### config.mk
export PLATFORM = sky130hd
export DESIGN_NAME = mux2_rr_arbiter
export DESIGN_NICKNAME = d
export VERILOG_FILES = /design/src/rtl/mux2_rr_arbiter.sv
export SDC_FILE = /design/constraint.sdc
export NUM_CORES = 1
export LEC_CHECK = 0
export CAP_MARGIN = 20
export CORE_MARGIN = 1.5
export CORE_UTILIZATION = 48
export DETAILED_ROUTE_END_ITERATION = 16
export GPL_ROUTABILITY_DRIVEN = 0
export PLACE_DENSITY = 0.83
export SYNTH_ARGS = -nofsm -noshare
export SYNTH_HDL_FRONTEND = slang
export SYNTH_SLANG_ARGS = --single-unit
### constraint.sdc
create_clock -name clk -period 3.8 [get_ports clk]
set_clock_uncertainty 0.2 [all_clocks]
set_input_delay 0.76 -clock clk [delete_from_list [all_inputs] [get_ports clk]]
set_output_delay 0.76 -clock clk [all_outputs]
set_load 0.01 [all_outputs]
### src/rtl/mux2_rr_arbiter.sv
// Two-requester round-robin arbiter driving one 2:1 muxed stream channel, grant held per packet.
// Latency: 1 cycle from valid seen in IDLE to first beat eligible; beats pass combinationally while granted.
// Backpressure: granted requester's ready follows c_ready; the other requester sees ready=0 and must hold.
//
// Ports:
//   clk, rst          : rising-edge clock, synchronous active-high reset
//   a_* / b_*         : requester streams (valid, data, last, ready)
//   c_*               : shared output stream (valid, data, last, ready)
//   sel               : registered mux select, 0=A, 1=B
//   busy              : high while a grant is held
//   err_long          : sticky, a packet reached MAX_BEATS non-last beats
//   pkt_cnt_a/b       : completed-packet counters, wrap modulo 2^CNT_W
module mux2_rr_arbiter #(
    parameter int WIDTH     = 8,
    parameter int MAX_BEATS = 16,
    parameter int CNT_W     = 8
) (
    input  logic             clk,
    input  logic             rst,
    input  logic             a_valid,
    input  logic [WIDTH-1:0] a_data,
    input  logic             a_last,
    output logic             a_ready,
    input  logic             b_valid,
    input  logic [WIDTH-1:0] b_data,
    input  logic             b_last,
    output logic             b_ready,
    output logic             c_valid,
    output logic [WIDTH-1:0] c_data,
    output logic             c_last,
    input  logic             c_ready,
    output logic             sel,
    output logic             busy,
    output logic             err_long,
    output logic [CNT_W-1:0] pkt_cnt_a,
    output logic [CNT_W-1:0] pkt_cnt_b
);

    localparam int            BC_W   = $clog2(MAX_BEATS + 1);
    localparam logic [BC_W-1:0] BC_MAX = BC_W'(MAX_BEATS);

    typedef enum logic [1:0] {
        S_IDLE    = 2'd0,
        S_GRANT_A = 2'd1,
        S_GRANT_B = 2'd2
    } state_t;

    state_t            r_state;
    logic              r_sel;
    logic              r_ptr;       // 0: A wins a tie, 1: B wins a tie
    logic              r_busy;
    logic              r_err_long;
    logic [BC_W-1:0]   r_beat_cnt;
    logic [CNT_W-1:0]  r_pkt_cnt_a;
    logic [CNT_W-1:0]  r_pkt_cnt_b;

    logic              w_gnt_a;
    logic              w_gnt_b;
    logic              w_xfer;

    // Datapath: sel always tracks the current grant, so the mux follows sel
    // in every state; only valid/ready are qualified by the grant.
    always_comb begin
        w_gnt_a = (r_state == S_GRANT_A);
        w_gnt_b = (r_state == S_GRANT_B);
        c_data  = r_sel ? b_data : a_data;
        c_last  = r_sel ? b_last : a_last;
        c_valid = (w_gnt_a & a_valid) | (w_gnt_b & b_valid);
        a_ready = w_gnt_a & c_ready;
        b_ready = w_gnt_b & c_ready;
        w_xfer  = c_valid & c_ready;
    end

    always_ff @(posedge clk) begin
        if (rst) begin
            r_state     <= S_IDLE;
            r_sel       <= 1'b0;
            r_ptr       <= 1'b0;
            r_busy      <= 1'b0;
            r_err_long  <= 1'b0;
            r_beat_cnt  <= '0;
            r_pkt_cnt_a <= '0;
            r_pkt_cnt_b <= '0;
        end else begin
            case (r_state)
                S_IDLE: begin
                    // A wins when alone or when the pointer favours it.
                    if (a_valid && (!b_valid || !r_ptr)) begin
                        r_state <= S_GRANT_A;
                        r_sel   <= 1'b0;
                        r_busy  <= 1'b1;
                    end else if (b_valid) begin
                        r_state <= S_GRANT_B;
                        r_sel   <= 1'b1;
                        r_busy  <= 1'b1;
                    end
                end
                S_GRANT_A, S_GRANT_B: begin
                    if (w_xfer) begin
                        if (c_last) begin
                            // Release after the last beat; the forced IDLE
                            // bubble gives the pointer time to take effect.
                            r_state    <= S_IDLE;
                            r_busy     <= 1'b0;
                            r_beat_cnt <= '0;
                            if (w_gnt_a) begin
                                r_ptr       <= 1'b1;
                                r_pkt_cnt_a <= r_pkt_cnt_a + 1'b1;
                            end else begin
                                r_ptr       <= 1'b0;
                                r_pkt_cnt_b <= r_pkt_cnt_b + 1'b1;
                            end
                        end else if (r_beat_cnt != BC_MAX) begin
                            r_beat_cnt <= r_beat_cnt + 1'b1;
                            if (r_beat_cnt == BC_MAX - 1'b1) begin
                                r_err_long <= 1'b1;
                            end
                        end
                    end
                end
                default: begin
                    r_state <= S_IDLE;
                    r_busy  <= 1'b0;
                end
            endcase
        end
    end

    assign sel       = r_sel;
    assign busy      = r_busy;
    assign err_long  = r_err_long;
    assign pkt_cnt_a = r_pkt_cnt_a;
    assign pkt_cnt_b = r_pkt_cnt_b;

endmodule

Yosys cells after proc, flatten, opt, wreduce, memory -nomap -nowiden --
Cells that the tools add are included.
Word-level totals: register bits after elaboration 27, output and inout bits 31, word-level logic and storage cells 57
Cells by class: add/subtract/negate cells 3, equal/unequal tests 7, mux-type cells 16, bitwise gates (word level) 8, reduce and logical (&&, ||, !) cells 15
Operator list (count):
- 8-bit by 1-bit adder with 8-bit output, second input constant | 2
- 5-bit 2-to-1 mux | 2
- 3-bit AND reduction | 3
- 2-bit 2-to-1 mux | 4
- 8-bit 2-to-1 mux | 1
- 4-bit AND reduction | 2
- 1-bit 2-to-1 mux | 7
- 5-bit by 1-bit adder with 5-bit output, second input constant | 1
- 1-bit AND | 5
- 5-bit by 4-bit equality test with 1-bit output, second input constant | 1
- 5-bit != test, second input constant | 1
- 5-bit AND reduction | 1
- 2-bit != test, second input constant | 2
- 2-bit one-hot mux with 2 select lines | 1
- 2-bit nonzero test | 2
- 3-bit != test, second input constant | 1
- 2-bit by 1-bit equality test with 1-bit output, second input constant | 1
- 2-bit equality test, second input constant | 1
- 1-bit logical NOT | 2
- 2-bit logical NOT | 1
- 1-bit NOT | 2
- 1-bit one-hot mux with 2 select lines | 1
- 2-bit AND reduction | 1
- 2-bit OR reduction | 1
- other kinds (3) | 3

Longest topological paths before layout --
word-level depth 6, gate-level depth with buffers 9, depth with buffers taken out 6

Least setup slack after synthesis --
OpenSTA, ideal clock, no wires.
path kind input -> register, start point input port b_last, end point register r_state[0], setup time 70 ps, data arrival time 1969 ps, data required time 3530 ps, path slack 1561 ps, stages on the path 5, path buffers 0, cell sequence mux2i_2 -> inv_4 -> a31oi_1 -> mux2_2 -> a21oi_1
On the way: longest elaborated chain between the ends 3
Ends and longest elaborated chain:
- start, declared | line 26 | input logic b_last,
- 1-bit 2-to-1 mux | line 67 | c_last = r_sel ? b_last : a_last;
- net c_last | line 30 | output logic c_last,
- 2-bit != test (no line)
- 3-bit AND reduction (no line)
- end signal, assigned | line 76 | r_state <= S_IDLE;
- end signal, assigned | line 89 | r_state <= S_GRANT_A;
- end signal, assigned | line 93 | r_state <= S_GRANT_B;
- end, declared | line 48 | state_t r_state;
The timed path passes the listed nets, and every way through them passes these cells. A chain may end at the register's enable or synchronous reset.

Worst setup path after layout --
start point input port b_valid, end point output port c_valid
On the way: longest elaborated chain between the ends 2
Ends and longest elaborated chain:
- start, declared | line 24 | input logic b_valid,
- 1-bit AND | line 68 | c_valid = (w_gnt_a & a_valid) | (w_gnt_b & b_valid);
- 1-bit bitwise OR | line 68
- end, declared | line 28 | output logic c_valid,
Every way passes these cells.

==> run metrics <==
status=completed; most used cell, CP=clkdlybuf4s50_1; Bufs on Longest Clock Path=2; Max-Cap Viols=0; global-route wire length before repair=6000 um; P per Cell Area=320 nW/um2; total wire length=3640 um; RSZ-0062 raised after global routing=no; Synth Area per Inst=8.76 um2; Crit path required time=2.84 ns; kind of critical path=input port to output port; initial antenna violation count=0; Worst-Skew Late Latency=0.32 ns; Peak VDD IR=212 uV; CP peak stage delay=0.59 ns; CTS H-tree depth=1; ANT nets after route=0; DIE HEIGHT=58.7 um; die area=3450 um2; Post-Synthesis Cells=170; CTS resizes=0; part of the Yosys area used for sequential elements=0.363; Final Setup Violations=0; cell area after synthesis=1490 um2; # diodes=0; post-CTS setup buffers=0; IO Pins=54; CTS Buf Count=3; CTS root buf=clkbuf_4; Yosys cell types=34; GR Util All Layers=0.215; Final Cycle Share=0.830; pin count of the biggest net entering global routing=33; iteration-0 DRC count of the detailed router=54; die width=58.7 um; CTS tree=done; Slew @ Worst Pin=0.484 ns; final slew viol count=0; CP max FO=5; Pre-antenna DRT Iters=4; cells along the critical path=clkdlybuf4s50_1, a22o_1, clkdlybuf4s50_1; Critical Path AT=2.19 ns; post-route DRC violation count=0; Post-synth EDFFs=0; Net Count, Synth=201; commonest non-fill, non-tap cell in the layout=clkdlybuf4s50_1; #FFs+latches synth=27; WL/cell=14.4 um; relative slew slack=0.676; critical path endpoint category=output port; hold_buf cts=0; final setup TNS=0 ns; Worst Setup Start Kind=input port; IO Port Bufs=53; Final HPWL DP=2750 um; vias in the first global route=1439; Starting Density=0.496; nets=252; Pleak=0.679 nW; Worst Reg-to-Reg Cells=6; Period minus WS final=3.15 ns; final hold vios=0; Clk pin slew, worst setup/hold paths=0.14 ns; crit path max-delay cell type=clkdlybuf4s50_1; core area=3000 um2; fmax=0.317 GHz; GRT Residual Overflow=0; fraction of registers with async set/reset=0; most frequent cells in the layout=clkdlybuf4s50_1 (53), dfxtp_1 (27), a21oi_1 (22); DR vias/cell=5.79; TritonCTS Sinks=27; layout cells sized above 1=0.0864; Cell Rows=20; fill count=243; Yosys warnings=0; Top FF cell, synth=dfxtp_1; Worst Hold Class=flip-flop to flip-flop; hold depth=2; vias post-DR=1465; Area Growth Syn to Fin=37.6%; worst hold slack=0.297 ns
-- logic make-up after synthesis --
logic type,after synthesis,share of synthesized area
muxes,12,0.0908
adders and majority gates,8,0.0672
and+or+nand+nor,54,0.218
buffers and inverters,20,0.0639
DFF,27,0.363
AOI/OAI and AO/OA,49,0.197
-- final cells by class --
cell class              instances  area (um2)  share of cell area
multi-input cells             123         853               0.417
flip-flops and latches         27         541               0.264
repair buffers                 54         538               0.263
inverters                      12        47.5              0.0232
well taps                      33        41.3              0.0202
clock buffers                   3        22.5              0.0110
clock inverters                 1        5.00             0.00244
-- where the power goes --
part	internal, mW	total, mW	switching (mW)
clock	0.0394	0.123	0.0840
combinational	0.115	0.221	0.106
sequential	0.296	0.311	0.0159
-- flip-flops by register name (all words and copies together) (netlist names) --
signal      cells
err_long        1
pkt_cnt_b       8
sel             1
busy            1
r_beat_cnt      5
pkt_cnt_a       8
r_ptr           1
r_state         2
-- through the flow --
stage	std cells	setup WS (ns)	utilization	area (um2)	power [mW]
detailed placement	249	0.665	0.673	2020	0.535
global placement	249	0.700	0.673	2020	0.529
floorplan	170	1.56	-	1490	0.444
global route	253	0.591	0.682	2050	0.693
CTS	253	0.665	0.682	2050	0.660
finish	253	0.645	0.682	2050	0.656
-- final timing paths --
path / endpoint / slack, ns / from
max: c_valid / 0.65 / b_valid
min: r_beat_cnt[4]$_SDFFE_PP0P_ / 0.30 / r_beat_cnt[4]$_SDFFE_PP0P_
max reg2reg: pkt_cnt_b[6]$_SDFFE_PP0P_ / 1.23 / r_state[1]$_SDFFE_PP0P_
min reg2reg: r_beat_cnt[4]$_SDFFE_PP0P_ / 0.30 / r_beat_cnt[4]$_SDFFE_PP0P_
-- layer usage --
| metal | part of all wire | vias to the layer above | GRT usage |
|---|---|---|---|
| met5 | 0 | - | 0 |
| met4 | 0.0014 | 0 | 0.0195 |
| met3 | 0.038 | 2 | 0.0330 |
| met2 | 0.51 | 41 | 0.400 |
| met1 | 0.45 | 695 | 0.272 |
| li1 | - | 727 | - |
-- critical path: cells and delay by family --
kind | cells | cell delay (ns)
AOI/OAI and AO/OA | 1 | 0.30
buffers and inverters | 2 | 1.14
-- Yosys cell counts (2+ instances only) --
cell type   n  share of area
nand3_1     5          0.017
dfxtp_1    27           0.36
and2_1      3          0.013
or4_1       8          0.040
nand2_1    12          0.030
ha_1        8          0.067
mux2_2      9          0.068
inv_1      11          0.028
a211oi_1    2          0.010
o21ai_0    10          0.034
clkbuf_1    4          0.010
nor2_1      6          0.015
a31oi_1     3          0.013
buf_2       2         0.0067
or3_1      10          0.042
mux2i_1     2          0.013
nand4_1     3          0.013
o31ai_1     7          0.035
buf_6       2          0.015
a21oi_1    22          0.074
(Power assumes the default switching activity.)
